**src/rtl/pifo_pkg.sv**
```systemverilog
// Shared definitions for the PIFO scheduler and its STFQ rank stamper:
// widths, the {tag, payload} push-data layout and modular tag comparison.
package pifo_pkg;

  localparam int NUM_FLOWS     = 16;
  localparam int MAX_PRIORITY  = 256;
  localparam int PAYLOAD_WIDTH = 8;
  localparam int LEN_WIDTH     = 8;
  localparam int VT_WIDTH      = 16;
  localparam int SHIFT_WIDTH   = 3;

  localparam int FLOW_WIDTH = $clog2(NUM_FLOWS);
  localparam int PRIO_WIDTH = $clog2(MAX_PRIORITY);
  localparam int DATA_WIDTH = VT_WIDTH + PAYLOAD_WIDTH;

  localparam logic [PRIO_WIDTH-1:0] PRIO_TOP = PRIO_WIDTH'(MAX_PRIORITY - 1);

  typedef logic [VT_WIDTH-1:0] vt_t;

  typedef struct packed {
    vt_t                      tag;
    logic [PAYLOAD_WIDTH-1:0] payload;
  } stamp_entry_t;

  // True when a is strictly later than b in modular (half-range) time.
  function automatic logic tag_after(input vt_t a, input vt_t b);
    vt_t d;
    d = a - b;
    return (d != '0) && !d[VT_WIDTH-1];
  endfunction

  // Offset from V to PIFO priority: offset 0 is the most urgent, saturating at 1.
  function automatic logic [PRIO_WIDTH-1:0] offset_to_prio(input vt_t off);
    if (off >= vt_t'(MAX_PRIORITY - 1))
      return PRIO_WIDTH'(1);
    else
      return PRIO_TOP - off[PRIO_WIDTH-1:0];
  endfunction

endpackage

```
**src/rtl/pifo_rank_stamper_table.sv**
```systemverilog
// Per-flow finish-tag table (and, with PIFO_RANK_WEIGHT_EN, per-flow length
// shift table): one combinational read port, one write port, synchronous clear.
module stfq_tag_table
  import pifo_pkg::*;
(
  input  logic                   clk,
  input  logic                   clear,
  input  logic [FLOW_WIDTH-1:0]  rd_flow,
  output vt_t                    rd_tag,
  input  logic                   wr_en,
  input  logic [FLOW_WIDTH-1:0]  wr_flow,
  input  vt_t                    wr_tag
`ifdef PIFO_RANK_WEIGHT_EN
  ,
  output logic [SHIFT_WIDTH-1:0] rd_shift,
  input  logic                   cfg_valid,
  input  logic [FLOW_WIDTH-1:0]  cfg_flow,
  input  logic [SHIFT_WIDTH-1:0] cfg_shift
`endif
);

  vt_t finish_tag [NUM_FLOWS];

  always_ff @(posedge clk) begin
    if (clear) begin
      for (int i = 0; i < NUM_FLOWS; i++) finish_tag[i] <= '0;
    end else if (wr_en) begin
      finish_tag[wr_flow] <= wr_tag;
    end
  end

  assign rd_tag = finish_tag[rd_flow];

`ifdef PIFO_RANK_WEIGHT_EN
  logic [SHIFT_WIDTH-1:0] weight_shift [NUM_FLOWS];

  always_ff @(posedge clk) begin
    if (clear) begin
      for (int i = 0; i < NUM_FLOWS; i++) weight_shift[i] <= '0;
    end else if (cfg_valid) begin
      weight_shift[cfg_flow] <= cfg_shift;
    end
  end

  assign rd_shift = weight_shift[rd_flow];
`endif

endmodule

```
**src/rtl/pifo_rank_stamper.sv**
```systemverilog
// STFQ rank stamper in front of pifo_base: assigns start tags, maps them to
// PIFO priorities and tracks virtual time. Optional macro PIFO_RANK_WEIGHT_EN
// adds per-flow length shifts.
module pifo_rank_stamper
  import pifo_pkg::*;
(
  input  logic                     clk,
  input  logic                     reset,
  input  logic                     i__pkt_valid,
  input  logic [FLOW_WIDTH-1:0]    i__pkt_flow,
  input  logic [LEN_WIDTH-1:0]     i__pkt_len,
  input  logic [PAYLOAD_WIDTH-1:0] i__pkt_payload,
  output logic                     o__pkt_ready,
  output logic                     o__push_valid,
  output logic [PRIO_WIDTH-1:0]    o__push_priority,
  output logic [DATA_WIDTH-1:0]    o__push_data,
  input  logic                     i__enqueue_ready,
  input  logic                     i__deq_valid,
  input  logic [VT_WIDTH-1:0]      i__deq_tag,
  input  logic                     i__clear_all,
`ifdef PIFO_RANK_WEIGHT_EN
  input  logic                     i__cfg_valid,
  input  logic [FLOW_WIDTH-1:0]    i__cfg_flow,
  input  logic [SHIFT_WIDTH-1:0]   i__cfg_shift,
`endif
  output logic [VT_WIDTH-1:0]      o__virtual_time
);

  // Handshakes: a packet transfers in when i__pkt_valid & o__pkt_ready at a
  // rising edge; the push register transfers out when o__push_valid &
  // i__enqueue_ready, and holds priority/data stable until then.

  logic                  flush;
  logic                  accept;
  vt_t                   virtual_time;
  vt_t                   flow_finish;
  vt_t                   start_tag;
  vt_t                   incr;
  vt_t                   next_finish;
  logic [PRIO_WIDTH-1:0] stamp_prio;
  logic                  push_valid;
  logic [PRIO_WIDTH-1:0] push_priority;
  stamp_entry_t          push_entry;

  assign flush        = reset | i__clear_all;
  assign o__pkt_ready = ~reset & (~push_valid | i__enqueue_ready);
  assign accept       = i__pkt_valid & o__pkt_ready;

`ifdef PIFO_RANK_WEIGHT_EN
  logic [SHIFT_WIDTH-1:0] flow_shift;

  stfq_tag_table u_table (
    .clk       (clk),
    .clear     (flush),
    .rd_flow   (i__pkt_flow),
    .rd_tag    (flow_finish),
    .wr_en     (accept & ~i__clear_all),
    .wr_flow   (i__pkt_flow),
    .wr_tag    (next_finish),
    .rd_shift  (flow_shift),
    .cfg_valid (i__cfg_valid),
    .cfg_flow  (i__cfg_flow),
    .cfg_shift (i__cfg_shift)
  );

  assign incr = vt_t'(i__pkt_len) >> flow_shift;
`else
  stfq_tag_table u_table (
    .clk     (clk),
    .clear   (flush),
    .rd_flow (i__pkt_flow),
    .rd_tag  (flow_finish),
    .wr_en   (accept & ~i__clear_all),
    .wr_flow (i__pkt_flow),
    .wr_tag  (next_finish)
  );

  assign incr = vt_t'(i__pkt_len);
`endif

  // A finish tag that is not ahead of V (idle flow, or wrapped) restarts at V.
  always_comb begin
    start_tag   = tag_after(flow_finish, virtual_time) ? flow_finish : virtual_time;
    next_finish = start_tag + incr;
    stamp_prio  = offset_to_prio(start_tag - virtual_time);
  end

  always_ff @(posedge clk) begin
    if (flush) begin
      push_valid    <= 1'b0;
      push_priority <= '0;
      push_entry    <= '0;
    end else if (accept) begin
      push_valid         <= 1'b1;
      push_priority      <= stamp_prio;
      push_entry.tag     <= start_tag;
      push_entry.payload <= i__pkt_payload;
    end else if (push_valid && i__enqueue_ready) begin
      push_valid <= 1'b0;
    end
  end

  // V only moves forward; accepts in the same cycle already used the old V.
  always_ff @(posedge clk) begin
    if (flush) begin
      virtual_time <= '0;
    end else if (i__deq_valid && tag_after(i__deq_tag, virtual_time)) begin
      virtual_time <= i__deq_tag;
    end
  end

  assign o__push_valid    = push_valid;
  assign o__push_priority = push_priority;
  assign o__push_data     = push_entry;
  assign o__virtual_time  = virtual_time;

endmodule

```
**config.mk**
```make
export PLATFORM = sky130hd
export DESIGN_NAME = pifo_rank_stamper
export DESIGN_NICKNAME = d
export VERILOG_FILES = /design/src/rtl/pifo_pkg.sv /design/src/rtl/pifo_rank_stamper_table.sv /design/src/rtl/pifo_rank_stamper.sv
export SDC_FILE = /design/constraint.sdc
export NUM_CORES = 1
export LEC_CHECK = 0
export ABC_CLOCK_PERIOD_IN_PS = 8800
export CORE_ASPECT_RATIO = 0.75
export CORE_MARGIN = 2
export CORE_UTILIZATION = 27
export CTS_CLUSTER_DIAMETER = 30
export CTS_CLUSTER_SIZE = 14
export DETAILED_ROUTE_END_ITERATION = 7
export GPL_TIMING_DRIVEN = 0
export PLACE_DENSITY_LB_ADDON = 0.3
export SETUP_SLACK_MARGIN = 0.2
export SLEW_MARGIN = 20
export SYNTH_ARGS = -nofsm -noshare
export SYNTH_HDL_FRONTEND = slang
export SYNTH_HIERARCHICAL = 1
export SYNTH_SLANG_ARGS = --single-unit
```
**constraint.sdc**
```tcl
create_clock -name clk -period 8.8 [get_ports clk]
set_input_delay 2.64 -clock clk [delete_from_list [all_inputs] [get_ports clk]]
set_output_delay 2.64 -clock clk [all_outputs]
set_load 0.05 [all_outputs]
```
==> results of run 1 <==
[layout by cell type, fill, tap and decap left out, types with 17 or more instances in the layout]
cell             netlist  routed
a21oi_1               57      52
a22oi_1               37      20
a22oi_2                0      17
and2_1               246     246
buf_4                  2      39
clkbuf_1              52      34
clkbuf_16              0      62
clkdlybuf4s50_1        0      87
dfxtp_1               49      49
edfxtp_1             256     256
ha_1                  53      42
inv_1                 44      43
mux4_2                64      64
nand2_1               83      69
nand3_1               17      17
nor2_1                72      69
nor3_1                19      18
o21a_1                18      18
o21ai_0               34      32
or2_2                 20      20
[through the flow]
stage               total power, uW  util [%]  instance area [um^2]
floorplan                      2250         -                 16700
global placement               2510      30.3                 18700
detailed placement             2520      30.3                 18700
CTS                            4950      34.6                 21400
global route                   5190      35.5                 21900
finish                         5010      35.5                 21900
[worst max path at each step]
stage	startpoint	endpoint	slack [ns]
floorplan	i__pkt_flow[0]	u_table/finish_tag[12][15]$_SDFFCE_PN0P_	0.22
CTS	i__pkt_flow[0]	u_table/finish_tag[12][15]$_SDFFCE_PN0P_	0.21
global placement	i__pkt_flow[1]	u_table/finish_tag[12][15]$_SDFFCE_PN0P_	-3.31
global route	i__pkt_flow[0]	u_table/finish_tag[12][14]$_SDFFCE_PN0P_	0.13
finish	i__pkt_flow[0]	u_table/finish_tag[12][14]$_SDFFCE_PN0P_	0.23
detailed placement	i__pkt_flow[1]	u_table/finish_tag[12][15]$_SDFFCE_PN0P_	-3.44
[critical path, delay by kind of cell]
family                     cells  cell delay (ns)
muxes                          3             1.13
adders and majority gates      2             0.67
xor gates and xnor gates       1             0.09
buffers and inverters          7             1.20
AOI/OAI and AO/OA             10             1.86
and+or+nand+nor                7             1.25
[kinds of logic (layout without fill, tap and decap cells)]
group | after synthesis | in the layout
AOI/OAI and AO/OA | 229 | 229
xor gates and xnor gates | 34 | 34
adders and majority gates | 57 | 57
buffers and inverters | 119 | 358
DFF | 305 | 305
muxes | 92 | 92
and+or+nand+nor | 551 | 551
[registers in the layout (all words and copies together) (netlist names)]
register / count
o__push_priority: 8
o__virtual_time: 16
o__push_data: 24
o__push_valid: 1
u_table/finish_tag: 256
[per-layer routing]
metal | vias to the layer above | global-route usage, %
met5 | - | 0
met4 | 0 | 3.06
met3 | 57 | 4.30
met2 | 426 | 20.5
met1 | 6141 | 24.4
li1 | 5517 | -
[layout make-up]
| class | instances | area share, % |
|---|---|---|
| clock buffers | 65 | 7.03 |
| multi-input cells | 963 | 37.3 |
| clock inverters | 47 | 2.48 |
| flip-flops and latches | 305 | 39.6 |
| plain buffers | 74 | 2.65 |
| repair buffers | 128 | 5.57 |
| well taps | 810 | 4.63 |
| inverters | 44 | 0.754 |
[report_power, final]
group / internal [uW] / switching, uW
clock network: 1540 / 805
registers: 1620 / 19.6
logic: 407 / 620
total: 3560 / 1440
[repair_timing]
item,4_1_cts,5_1_grt
setup buffers,9,27
endpoints found under the hold margin,0,0
pin swaps,6,20
gates cloned,0,1
gates resized for setup,138,79
endpoints found under the setup margin,268,174
==> summary.txt, run 1 <==
Synth
  • Mux contribution to synthesized area: 10.4%
  • Syn nets: 1486
  • Area share of the largest cell type after synthesis: 45.9%
  • Mapped Cells: 1387
  • EDFF count, synth: 256
  • Distinct cells, synth: 86
  • Most frequent cells after synthesis: 256 x edfxtp_1, 246 x and2_1, 83 x nand2_1
  • Adder and majority cell fraction of the synthesized area: 4.44%
  • Synth Area in Simple Gates: 18.9%
  • Synth Area in Compound Gates: 9.48%
  • Mean Syn Cell Area: 12.1 um^2
  • Synth Area in XOR/XNOR: 1.82%
  • Most common cell in the netlist: edfxtp_1
  • Sequential-to-total area share from yosys stat: 51.8%
  • Syn Std Cell Area: 0.0167 mm^2
  • Largest area contributor in the netlist: edfxtp_1
  • #FFs+latches synth: 305
  • Top post-synthesis cells by area: edfxtp_1 46%, and2_1 9.2%, mux4_2 8.6%
  • Ys async rst share: 0%
  • Ys flop type: edfxtp_1
  • Synth warnings: 6
  • Main combinational cell family by area after synthesis: simple AND/OR/NAND/NOR gates

Setup path
  • Reg2reg end: u_table/finish_tag[12][14]$_SDFFCE_PN0P_
  • Worst-path fanout max: 10
  • Worst flop-to-flop path startpoint: u_table/finish_tag[10][1]$_SDFFCE_PN0P_
  • Setup crit end kind: flip-flop
  • Critical path launch point type: input port
  • Max incr delay on CP: 0.53 ns
  • Flop-to-flop setup slack: 2.47 ns
  • Worst R2R Path Depth: 27
  • Required @ worst endpoint: 9.13 ns
  • Crit path DAT: 8.90 ns
  • CP max-delay cell: mux4_2
  • Setup CP Type: in2reg

Cells and area
  • Multi-input gate area in the final layout: 0.00817 mm^2
  • Diode count: 0
  • Layout fillers: 6064
  • Fin nets: 1674
  • Non-Filler Instances: 2436
  • Register Area: 0.00867 mm^2
  • Layout cells sized above 1: 26.3%
  • Synthesis-to-finish area growth: 30.8%

STA
  • Hold WS: 0.451 ns
  • Peak Freq: 117 MHz
  • Worst slew pin tran: 0.874 ns
  • Final period util: 97.4%
  • Final WS setup: 0.233 ns
  • Fin. Hold Viols: 0
  • Slew headroom: 41.3%
  • Minimum clock period: 8.57 ns
  • RSZ-0062 raised after global routing: false
  • Post-Route Setup TNS: 0 ns
  • Endpoints failing setup: 0
  • Clock Skew: 0.0299 ns
  • Max-slew violations: 0

Global route
  • Congestion Overflow GR: 0
  • Vias in the first global route: 11800
  • Largest net degree at the start of global routing: 17
  • Initial antenna violation count: 1
  • First-pass GRT wire length: 74900 um
  • Overall routing resource usage: 15.4%

Clock tree
  • CTS buffer count: 59
  • H-tree levels: 2
  • Hold buffer count at CTS: 0
  • Root Driver: clkbuf_16
  • CTS clk-pin slew, worst paths: 0.05 ns
  • Later-pin clock latency in the skew report: 0.59 ns
  • Clock sinks: 305
  • CTS tree: yes
  • Clock Path Buffers: 3

Detailed routing
  • Routed WL per cell: 20.8 um
  • Drt first pass iters: 5
  • Final ANT Viol Nets: 0
  • Top routing layer in use: met4
  • Total Routed Length: 50600 um
  • Via count: 12100
  • Via density: 4.98
  • Met2 Wirelength: 20000 um
  • M1 WL: 25400 um
  • 1st-iter DRT viols: 1077
  • Post-route DRC: 0
  • Routed length on met3: 4440 um

Hold path
  • Min-delay worst type: reg2reg
  • Hold path depth: 2
  • Min-Delay Startpoint: o__push_data[3]$_SDFFE_PP0P_
  • Hold path endpoint: o__push_data[3]$_SDFFE_PP0P_

Floorplan
  • CORE AREA: 0.0617 mm^2
  • Die area: 0.0640 mm^2
  • Num rows: 79
  • Die W: 292 um
  • Die Ht: 220 um
  • Initial Utilization: 27.1%
  • I/O pins: 92

Placement
  • DP Cell Count: 2288
  • Pre-CTS setup slack: -3.44 ns
  • Hpwl dp: 37200 um
  • Port bufs: 91
  • Final Wtd Congestion: 0.883

Power and ir drop
  • Leak: 0.00830 uW
  • VDD IR max: 0.000143 V
  • Pwr dens: 229 mW/mm^2

Run status
  • Status: completed

Run
  • Max_cap viols: 0
Note: power is estimated with default switching activity, not from simulation.
==> inputs of run 2 (changes only) <==
CORE_MARGIN = 5   (was 2)
==> summary.txt, run 2 (synthesis results as in run 1) <==
Detailed routing
  • Post-route DRC: 0 (unchanged)
  • Final ANT Viol Nets: 0 (unchanged)
  • Via count: 12100 (about the same)
  • Total Routed Length: 51500 um (was 50600 um)
  • Routed WL per cell: 21.0 um (was 20.8 um)
  • Drt first pass iters: 6 (was 5)
  • 1st-iter DRT viols: 1007 (was 1077)
  • Via density: 4.96 (was 4.98)

Clock tree
  • CTS clk-pin slew, worst paths: 0.05 ns (about the same)
  • CTS tree: yes (unchanged)
  • Clock sinks: 305 (unchanged)
  • Root Driver: clkbuf_16 (unchanged)
  • H-tree levels: 2 (unchanged)
  • Hold buffer count at CTS: 0 (unchanged)
  • CTS buffer count: 60 (was 59)
  • Clock Path Buffers: 3 (unchanged)
  • Later-pin clock latency in the skew report: 0.58 ns (was 0.59 ns)

Global route
  • First-pass GRT wire length: 75200 um (was 74900 um)
  • Overall routing resource usage: 14.6% (was 15.4%)
  • Congestion Overflow GR: 0 (unchanged)
  • Vias in the first global route: 11700 (was 11800)
  • Initial antenna violation count: 0 (was 1)
  • Largest net degree at the start of global routing: 17 (unchanged)

Floorplan
  • Die W: 298 um (was 292 um)
  • Die area: 0.0671 mm^2 (was 0.0640 mm^2)
  • Die Ht: 226 um (was 220 um)
  • Initial Utilization: 27.1% (unchanged)
  • Num rows: 79 (unchanged)
  • I/O pins: 92 (unchanged)
  • CORE AREA: 0.0617 mm^2 (unchanged)

Power and ir drop
  • Leak: 0.00838 uW (was 0.00830 uW)
  • VDD IR max: 0.000170 V (was 0.000143 V)
  • Pwr dens: 227 mW/mm^2 (was 229 mW/mm^2)

Placement
  • Post-Place Cell Area: 0.0187 mm^2 (unchanged)
  • Final Wtd Congestion: 0.883 (unchanged)
  • Port bufs: 91 (unchanged)
  • Hpwl dp: 37700 um (was 37200 um)

Hold path
  • Min-delay worst type: reg2reg (unchanged)

STA
  • RSZ-0062 raised after global routing: false (unchanged)
  • Endpoints failing setup: 0 (unchanged)
  • Fin. Hold Viols: 0 (unchanged)
  • Slew headroom: 36.2% (was 41.3%)
  • Max-slew violations: 0 (unchanged)
  • Final period util: 96.9% (was 97.4%)
  • Peak Freq: 117 MHz (about the same)
  • Minimum clock period: 8.53 ns (was 8.57 ns)
  • Worst slew pin tran: 0.949 ns (was 0.874 ns)
  • Clock Skew: 0.0206 ns (was 0.0299 ns)

Setup path
  • Setup crit end kind: flip-flop (unchanged)
  • Max incr delay on CP: 0.53 ns (about the same)
  • CP delay by family, top: compound AO/OA/AOI/OAI gates (unchanged)
  • Crit path DAT: 8.85 ns (was 8.90 ns)
  • WP buf/inv: 6 (was 7)
  • CP max-delay cell: mux4_2 (unchanged)
  • Critical path launch point type: input port (unchanged)
  • Required @ worst endpoint: 9.12 ns (was 9.13 ns)
  • Flop-to-flop setup slack: 2.51 ns (was 2.47 ns)
  • Setup CP Type: in2reg (unchanged)
  • Worst-path fanout max: 10 (unchanged)

Run
  • Max_cap viols: 0 (unchanged)

Cells and area
  • Commonest non-fill, non-tap cell in the layout: edfxtp_1 (unchanged)
  • Layout cells sized above 1: 27.5% (was 26.3%)
  • Final core utilization: 35.8% (was 35.5%)
  • Fin nets: 1689 (was 1674)
  • Fin area: 0.0221 mm^2 (was 0.0219 mm^2)
  • Top reg by flops: u_table/finish_tag (unchanged)
  • Max reg flops: 256 (unchanged)
  • Layout fillers: 6054 (was 6064)
  • Synthesis-to-finish area growth: 32.1% (was 30.8%)
  • Diode count: 0 (unchanged)
  • Commonest non-fill, non-tap cells in the layout: 256 x edfxtp_1, 246 x and2_1, 87 x clkdlybuf4s50_1 (unchanged)

Run status
  • Status: completed (unchanged)
## run 2: cell count changes in the layout (fill, tap and decap cells not counted), sizes merged
cell	previous run	this run
buf	63	71
bufinv	9	10
clkinvlp	5	4
clkbuf	117	130
inv	55	46
## run 2: timing repair
action                     in CTS  in global routing
setup buffers                  16                 30
gates cloned                    0                  4
resized for setup             157                 91
pin swaps                      11                 33
setup endpoints to repair     265                168
## run 2: worst register-to-register path: cells and delay by family, from the launching register on
kind | cells | cell delay [ns]
multiplexers | 3 | 0.83
adder cells (fa/ha/maj) | 3 | 0.92
flip-flops | 1 | 0.37
AO/OA/AOI/OAI | 8 | 1.38
AND/OR/NAND/NOR | 9 | 1.68
buffers and inverters | 4 | 0.64
XOR/XNOR | 1 | 0.22
## run 2: path summary, 6_finish.rpt
check	startpoint	cells past startpoint	to
min reg2reg	o__push_data[0]$_SDFFE_PP0P_	2	o__push_data[0]$_SDFFE_PP0P_
max reg2reg	u_table/finish_tag[8][9]$_SDFFCE_PN0P_	28	u_table/finish_tag[12][14]$_SDFFCE_PN0P_
min	o__push_data[0]$_SDFFE_PP0P_	2	o__push_data[0]$_SDFFE_PP0P_
max	i__pkt_flow[0]	30	u_table/finish_tag[12][14]$_SDFFCE_PN0P_
## run 2: power breakdown
group          switching (uW)  internal (uW)  leakage (uW)
sequential               19.6           1620       0.00325
clock                     734           1550      0.000992
combinational             644            449       0.00414
## run 2: area by class of cell
class / count / area (um^2) / area share, %
Buffer: 75 / 604 / 2.73
Clock buffer: 72 / 1580 / 7.14
Clock inverter: 38 / 453 / 2.05
Inverter: 44 / 165 / 0.747
Multi-Input combinational cell: 963 / 8290 / 37.5
Sequential cell: 305 / 8670 / 39.2
Tap cell: 810 / 1010 / 4.58
Timing Repair Buffer: 141 / 1340 / 6.06
## run 2: routing by layer
metal	track usage, %	up-vias	part of all wire (%)
met2	19.4	416	40
li1	-	5546	-
met5	1.19	-	0
met4	2.34	0	1.1
met3	3.82	54	8.8
met1	23.5	6117	50
## run 2: metrics by stage
step                setup WS, ns  power [uW]  setup TNS (ns)  std cells  hold WS (ns)
floorplan                  0.217        2250               0       1387         0.674
global placement           -3.53        2510         -691.01       2288         0.445
detailed placement         -3.51        2520         -691.17       2288         0.451
CTS                        0.205        4930               0       2414         0.458
global route               0.119        5210               0       2448         0.474
finish                     0.272        5020               0       2448         0.458
